`config.mk`:
```
export PLATFORM = sky130hd
export DESIGN_NAME = quad_input_conditioner_flat
export DESIGN_NICKNAME = d
export VERILOG_FILES = /design/src/rtl/quad_input_conditioner_if.sv /design/src/rtl/quad_input_conditioner.sv /design/src/flat_wrapper.sv
export SDC_FILE = /design/constraint.sdc
export NUM_CORES = 1
export LEC_CHECK = 0
export ABC_AREA = 1
export CAP_MARGIN = 20
export CORE_MARGIN = 2
export CORE_UTILIZATION = 35
export DETAILED_ROUTE_END_ITERATION = 7
export GPL_ROUTABILITY_DRIVEN = 0
export HOLD_SLACK_MARGIN = 0.05
export PLACE_DENSITY = 0.58
export SETUP_SLACK_MARGIN = 0.1
export SLEW_MARGIN = 10
export SYNTH_ARGS = -nofsm -noshare
export SYNTH_HDL_FRONTEND = slang
export SYNTH_SLANG_ARGS = --single-unit
export TNS_END_PERCENT = 50
```
`constraint.sdc`:
```
create_clock -name clk -period 7.3 [get_ports clk]
set_input_delay 1.46 -clock clk [delete_from_list [all_inputs] [get_ports clk]]
set_output_delay 1.46 -clock clk [all_outputs]
set_load 0.02 [all_outputs]
```
`src/rtl/quad_input_conditioner_if.sv`:
```
// quad_input_conditioner_if: groups the encoder-side lines and the decoded
// results of quad_input_conditioner into one bundle.
//   master : drives inA_raw/inB_raw/clear_err, observes the results
//   slave  : the conditioner itself
// Signals:
//   inA_raw, inB_raw  raw asynchronous quadrature channels
//   clear_err         level-sensitive synchronous clear of err_count
//   outA, outB        filtered channels
//   step, step_dir    one-cycle step pulse and its direction (1 = forward)
//   err_pulse         one-cycle pulse on an illegal (double) transition
//   err_count         saturating illegal-transition count
//   position          wrapping signed position
interface quad_input_conditioner_if #(
  parameter int CNT_W = 16
);
  logic             inA_raw;
  logic             inB_raw;
  logic             clear_err;
  logic             outA;
  logic             outB;
  logic             step;
  logic             step_dir;
  logic             err_pulse;
  logic [CNT_W-1:0] err_count;
  logic [CNT_W-1:0] position;

  modport master (
    output inA_raw, inB_raw, clear_err,
    input  outA, outB, step, step_dir, err_pulse, err_count, position
  );

  modport slave (
    input  inA_raw, inB_raw, clear_err,
    output outA, outB, step, step_dir, err_pulse, err_count, position
  );
endinterface

```
`src/rtl/quad_input_conditioner.sv`:
```
// quad_input_conditioner: synchronises raw quadrature lines A/B, rejects
// glitches shorter than FILT_LEN cycles and decodes the clean pair into step
// pulses, direction, a wrapping position and a saturating error count.
// Ports:
//   clk    system clock
//   reset  synchronous, active-low
//   bus    quad_input_conditioner_if.slave (raw inputs, clear_err, results)
// Raw-to-step latency is FILT_LEN+3 cycles.

// Per-channel front end: 2-flop synchroniser followed by a persistence filter.
module qic_chan #(
  parameter int FILT_LEN = 4
) (
  input  logic clk,
  input  logic reset,
  input  logic raw,
  output logic filt
);
  localparam int FC_W = (FILT_LEN > 1) ? $clog2(FILT_LEN) : 1;
  localparam logic [FC_W-1:0] FC_MAX = FC_W'(FILT_LEN - 1);

  logic            s1, s2;
  logic [FC_W-1:0] fc;

  always_ff @(posedge clk) begin
    if (!reset) begin
      s1   <= 1'b0;
      s2   <= 1'b0;
      fc   <= '0;
      filt <= 1'b0;
    end else begin
      s1 <= raw;
      s2 <= s1;
      // Any return to the current output level restarts the count, so only
      // FILT_LEN consecutive disagreeing samples move the output.
      if (s2 == filt) begin
        fc <= '0;
      end else if (fc == FC_MAX) begin
        filt <= s2;
        fc   <= '0;
      end else begin
        fc <= fc + 1'b1;
      end
    end
  end
endmodule

module quad_input_conditioner #(
  parameter int FILT_LEN = 4,
  parameter int CNT_W    = 16
) (
  input logic                     clk,
  input logic                     reset,
  quad_input_conditioner_if.slave bus
);
  localparam int NUM_CH = 2;
  localparam int BLANK  = FILT_LEN + 3;
  localparam int BW     = $clog2(BLANK + 1);

  logic [NUM_CH-1:0] raw, filt, prev;   // bit 1 = A, bit 0 = B
  logic [BW-1:0]     blank_cnt;
  logic              active;
  logic              fwd, rev, ill;
  logic              step_r, dir_r, err_r;
  logic [CNT_W-1:0]  ecnt, pos;

  assign raw = {bus.inA_raw, bus.inB_raw};

  generate
    for (genvar i = 0; i < NUM_CH; i++) begin : g_ch
      qic_chan #(.FILT_LEN(FILT_LEN)) u_chan (
        .clk  (clk),
        .reset(reset),
        .raw  (raw[i]),
        .filt (filt[i])
      );
    end
  endgenerate

  // Blanking covers the time the filters need to settle after reset, so an
  // input pair idling at 11 does not read as a 00->11 illegal jump.
  assign active = (blank_cnt == '0);

  // Gray cycle (A,B) forward: 00 -> 01 -> 11 -> 10 -> 00.
  always_comb begin
    fwd = 1'b0;
    rev = 1'b0;
    ill = 1'b0;
    case ({prev, filt})
      4'b0001, 4'b0111, 4'b1110, 4'b1000: fwd = 1'b1;
      4'b0010, 4'b1011, 4'b1101, 4'b0100: rev = 1'b1;
      4'b0011, 4'b1100, 4'b0110, 4'b1001: ill = 1'b1;
      default: ;
    endcase
  end

  always_ff @(posedge clk) begin
    if (!reset) begin
      prev      <= '0;
      blank_cnt <= BW'(BLANK);
      step_r    <= 1'b0;
      dir_r     <= 1'b0;
      err_r     <= 1'b0;
      ecnt      <= '0;
      pos       <= '0;
    end else begin
      prev <= filt;
      if (!active) blank_cnt <= blank_cnt - 1'b1;
      step_r <= active & (fwd | rev);
      err_r  <= active & ill;
      if (active && fwd) begin
        dir_r <= 1'b1;
        pos   <= pos + 1'b1;
      end else if (active && rev) begin
        dir_r <= 1'b0;
        pos   <= pos - 1'b1;
      end
      // Clear beats a coincident error; the pulse itself still fires.
      if (bus.clear_err)                    ecnt <= '0;
      else if (active && ill && ecnt != '1) ecnt <= ecnt + 1'b1;
    end
  end

  assign bus.outA      = filt[1];
  assign bus.outB      = filt[0];
  assign bus.step      = step_r;
  assign bus.step_dir  = dir_r;
  assign bus.err_pulse = err_r;
  assign bus.err_count = ecnt;
  assign bus.position  = pos;
endmodule

```
`src/flat_wrapper.sv`:
```
// flat-port wrapper written by rule: the top's interface ports become plain ports
module quad_input_conditioner_flat 
#(
  parameter int FILT_LEN = 4,
  parameter int CNT_W    = 16
)
  (clk, reset, bus_inA_raw, bus_inB_raw, bus_clear_err, bus_outA, bus_outB, bus_step, bus_step_dir, bus_err_pulse, bus_err_count, bus_position);
  quad_input_conditioner_if #(.CNT_W(CNT_W)) bus_i ();
  input logic clk;
  input logic reset;
  input wire logic [$bits(bus_i.inA_raw)-1:0] bus_inA_raw;
  input wire logic [$bits(bus_i.inB_raw)-1:0] bus_inB_raw;
  input wire logic [$bits(bus_i.clear_err)-1:0] bus_clear_err;
  output wire logic [$bits(bus_i.outA)-1:0] bus_outA;
  output wire logic [$bits(bus_i.outB)-1:0] bus_outB;
  output wire logic [$bits(bus_i.step)-1:0] bus_step;
  output wire logic [$bits(bus_i.step_dir)-1:0] bus_step_dir;
  output wire logic [$bits(bus_i.err_pulse)-1:0] bus_err_pulse;
  output wire logic [$bits(bus_i.err_count)-1:0] bus_err_count;
  output wire logic [$bits(bus_i.position)-1:0] bus_position;
  assign bus_i.inA_raw = bus_inA_raw;
  assign bus_i.inB_raw = bus_inB_raw;
  assign bus_i.clear_err = bus_clear_err;
  assign bus_outA = bus_i.outA;
  assign bus_outB = bus_i.outB;
  assign bus_step = bus_i.step;
  assign bus_step_dir = bus_i.step_dir;
  assign bus_err_pulse = bus_i.err_pulse;
  assign bus_err_count = bus_i.err_count;
  assign bus_position = bus_i.position;
  quad_input_conditioner #(.FILT_LEN(FILT_LEN), .CNT_W(CNT_W)) u_core (.clk(clk), .reset(reset), .bus(bus_i));
endmodule
```
==> flow_metrics.py <==
metrics = {
    "synth": {
        "ys_seq_area_share_pct": 31.1,
        "ys_ff_latch": 50,
        "synth.avg_cell_area_um2": 6.60,
        "syn-num-nets": 514,
        "syn_inst": 487,
        "ys_types": 30,
        "yosys_warnings": 0,
        "synth_area_um2": 3220,
    },
    "final_layout": {
        "layout_commonest_cell": "nand2_1",
        "drive_above_1_share_pct": 5.34,
        "final_cells": 632,
        "final_cell_mix": "150 x nand2_1, 81 x inv_1, 50 x dfxtp_1",
        "antenna_cells": 0,
        "syn2layout_area_growth_pct": 17.4,
        "finish.net_count": 550,
        "num-fill-cells": 924,
    },
    "placement": {
        "pre_cts_slack_ns": 3.37,
        "dp.cells": 624,
        "io_buffers": 41,
        "dp_hpwl_mm": 5.22,
    },
    "die": {
        "dieArea_um2": 9970,
        "die_x_um": 99.9,
        "coreArea_um2": 8810,
        "pin_count": 42,
        "start_util_pct": 36.5,
        "die_h_um": 99.9,
        "rows": 34,
    },
    "grt": {
        "antenna_found_initial": 0,
        "overflow": 0,
        "gr-usage-all-layers_pct": 15.4,
        "grt_pass1_vias": 2700,
        "grt_max_degree": 28,
        "grt_pass1_wl_mm": 12.7,
    },
    "detailed_routing": {
        "first_iter_violations": 144,
        "vias_per_cell": 4.70,
        "drtPass1Iterations": 4,
        "drt_wl_total_mm": 7.15,
        "wire_per_inst_um": 11.3,
        "remaining_drc_errors": 0,
        "postRouteAntennaNets": 0,
        "vias": 2972,
    },
    "timing": {
        "max_clock_freq_mhz": 278,
        "rsz0062_at_grt": "false",
        "relSlewSlack_pct": 32.2,
        "finClkSkew_ns": 0.0183,
        "fin_ws_ns": 3.70,
        "finalCritPeriodShare_pct": 49.3,
        "tns_ns": 0,
        "layout_min_cycle_time_ns": 3.60,
        "setup_viol": 0,
        "worst_pin_slew_ns": 1.01,
        "final.hold.worst_slack_ns": 0.420,
        "slew_viol_final": 0,
        "finalHoldViolCount": 0,
    },
    "job": {
        "drv_cap": 0,
    },
    "power_and_ir_drop": {
        "p_comb_share_pct": 2.8,
        "leakage_nw": 1.79,
        "switchingPower_mw": 0.117,
        "pwr-share-seq_pct": 59.2,
        "vdd_drop_max_uv": 87.8,
        "cellPowerDensity_nw_per_um2": 124,
        "p_int_mw": 0.352,
        "clkPwrFrac_pct": 38.0,
        "swShare_pct": 24.9,
    },
    "clock_network": {
        "clock_sinks": 50,
        "root_buffer": "clkbuf_8",
        "cts.repair.resized": 0,
        "clk_pin_slew_ns": 0.11,
        "post-cts-setup-buffers": 0,
        "cts_tree": "yes",
        "htree_levels": 2,
        "cts_hold_buf": 0,
        "clockBufferDepth": 2,
        "clock_latency_ns": 0.32,
        "numCtsBuffers": 5,
    },
    "setup_path": {
        "endpoint_kind": "register",
        "required_ns": 7.55,
        "reg2reg_depth": 15,
        "r2r_end": "u_core.bus.position[13]",
        "cp.arrival_ns": 3.85,
        "path_class": "primary input to register",
        "rrSetupSlack_ns": 4.16,
        "critPathMaxFanout": 27,
        "start_kind": "primary input",
        "r2r_start": "u_core.blank_cnt[0]",
    },
    "hold_path": {
        "hold-path-endpoint": "u_core.g_ch[1].u_chan.s2",
        "min_path_type": "register to register",
        "worstHoldStart": "u_core.g_ch[1].u_chan.s1",
        "hold_depth": 2,
    },
    "run_status": {
        "outcome": "completed",
    },
}
[metrics by stage]
step | power [mW] | util (%) | area (µm²)
3_5_place_dp | 0.297 | 41.7 | 3680
5_1_grt | 0.490 | 42.9 | 3770
6_report | 0.468 | 42.9 | 3770
3_3_place_gp | 0.296 | 41.7 | 3680
4_1_cts | 0.479 | 42.9 | 3770
2_1_floorplan | 0.292 | - | 3220
[cells in the mapped netlist, drive strengths merged]
master,instances,area share [%]
nand2,154,18
inv,85,9.9
dfxtp,50,31
a21oi,39,6.5
nand3,32,5.4
nor2,28,3.7
ha,21,8.2
o21ai,21,3.3
xor2,14,3.8
nor3,9,1.6
buf,8,2.2
nand4,7,1.4
xnor2,5,1.4
clkbuf,4,0.47
o211ai,3,0.70
or2,3,0.58
and2,1,0.19
fa,1,0.62
nand3b,1,0.23
nor2b,1,0.43
[cell type report]
type | instances | area (µm²) | share of cell area [%]
multi-input combinational | 340 | 1810 | 48.0
sequential | 50 | 1000 | 26.5
timing repair buffer | 41 | 410 | 10.9
inverter | 85 | 319 | 8.45
tap | 108 | 135 | 3.58
clock buffer | 5 | 68.8 | 1.82
clock inverter | 3 | 28.8 | 0.763
[worst max-delay path by stage]
stage | start | to
after detailed placement | reset | u_core.bus.err_count[6]
final | reset | u_core.bus.err_count[6]
after floorplan | u_core.g_ch[1].u_chan.filt | u_core.bus.position[5]
after global routing | reset | u_core.bus.err_count[6]
after CTS | reset | u_core.bus.err_count[6]
after global placement | reset | u_core.bus.err_count[11]
[state kept, by name, indices dropped and copies added (netlist names)]
name                     count
u_core.blank_cnt             3
u_core.bus.position         16
u_core.g_ch.u_chan.s2        2
u_core.bus.err_pulse         1
u_core.bus.step              1
u_core.bus.step_dir          1
u_core.g_ch.u_chan.filt      2
u_core.bus.err_count        16
u_core.g_ch.u_chan.fc        4
u_core.g_ch.u_chan.s1        2
u_core.prev                  2
[critical path: stages]
cell	delay (ns)
clkdlybuf4s50_1	1.14
inv_1	0.51
nor2_1	0.28
inv_1	0.26
a21oi_1	0.19
[per-layer routing]
| layer | track usage, % | wire length [µm] | vias to the layer above |
|---|---|---|---|
| met3 | 2.51 | 285 | 8 |
| met1 | 21.8 | 3650 | 1315 |
| met2 | 24.3 | 3110 | 51 |
| met4 | 4.21 | 102 | 0 |
| li1 | - | - | 1598 |
| met5 | 0 | 0 | - |
[power groups by stage]
stage | logic [mW] | registers [mW] | clock network (mW)
floorplan | 0.00889 | 0.283 | 0
global placement | 0.0128 | 0.283 | 0
detailed placement | 0.0132 | 0.283 | 0
CTS | 0.0133 | 0.277 | 0.189
global route | 0.0150 | 0.278 | 0.198
finish | 0.0131 | 0.277 | 0.178
[kinds of logic (layout without fill, tap and decap cells)]
kind of cell               count (synthesis)  after routing  synth area share [%]
AOI/OAI and AO/OA                         63             63                  10.5
and+or+nand+nor                          236            236                  31.8
DFF                                       50             50                  31.1
adders and majority gates                 22             22                  8.79
buffers and inverters                     97            134                  12.6
xor gates and xnor gates                  19             19                  5.18
Note: power is estimated with default switching activity, not from simulation.
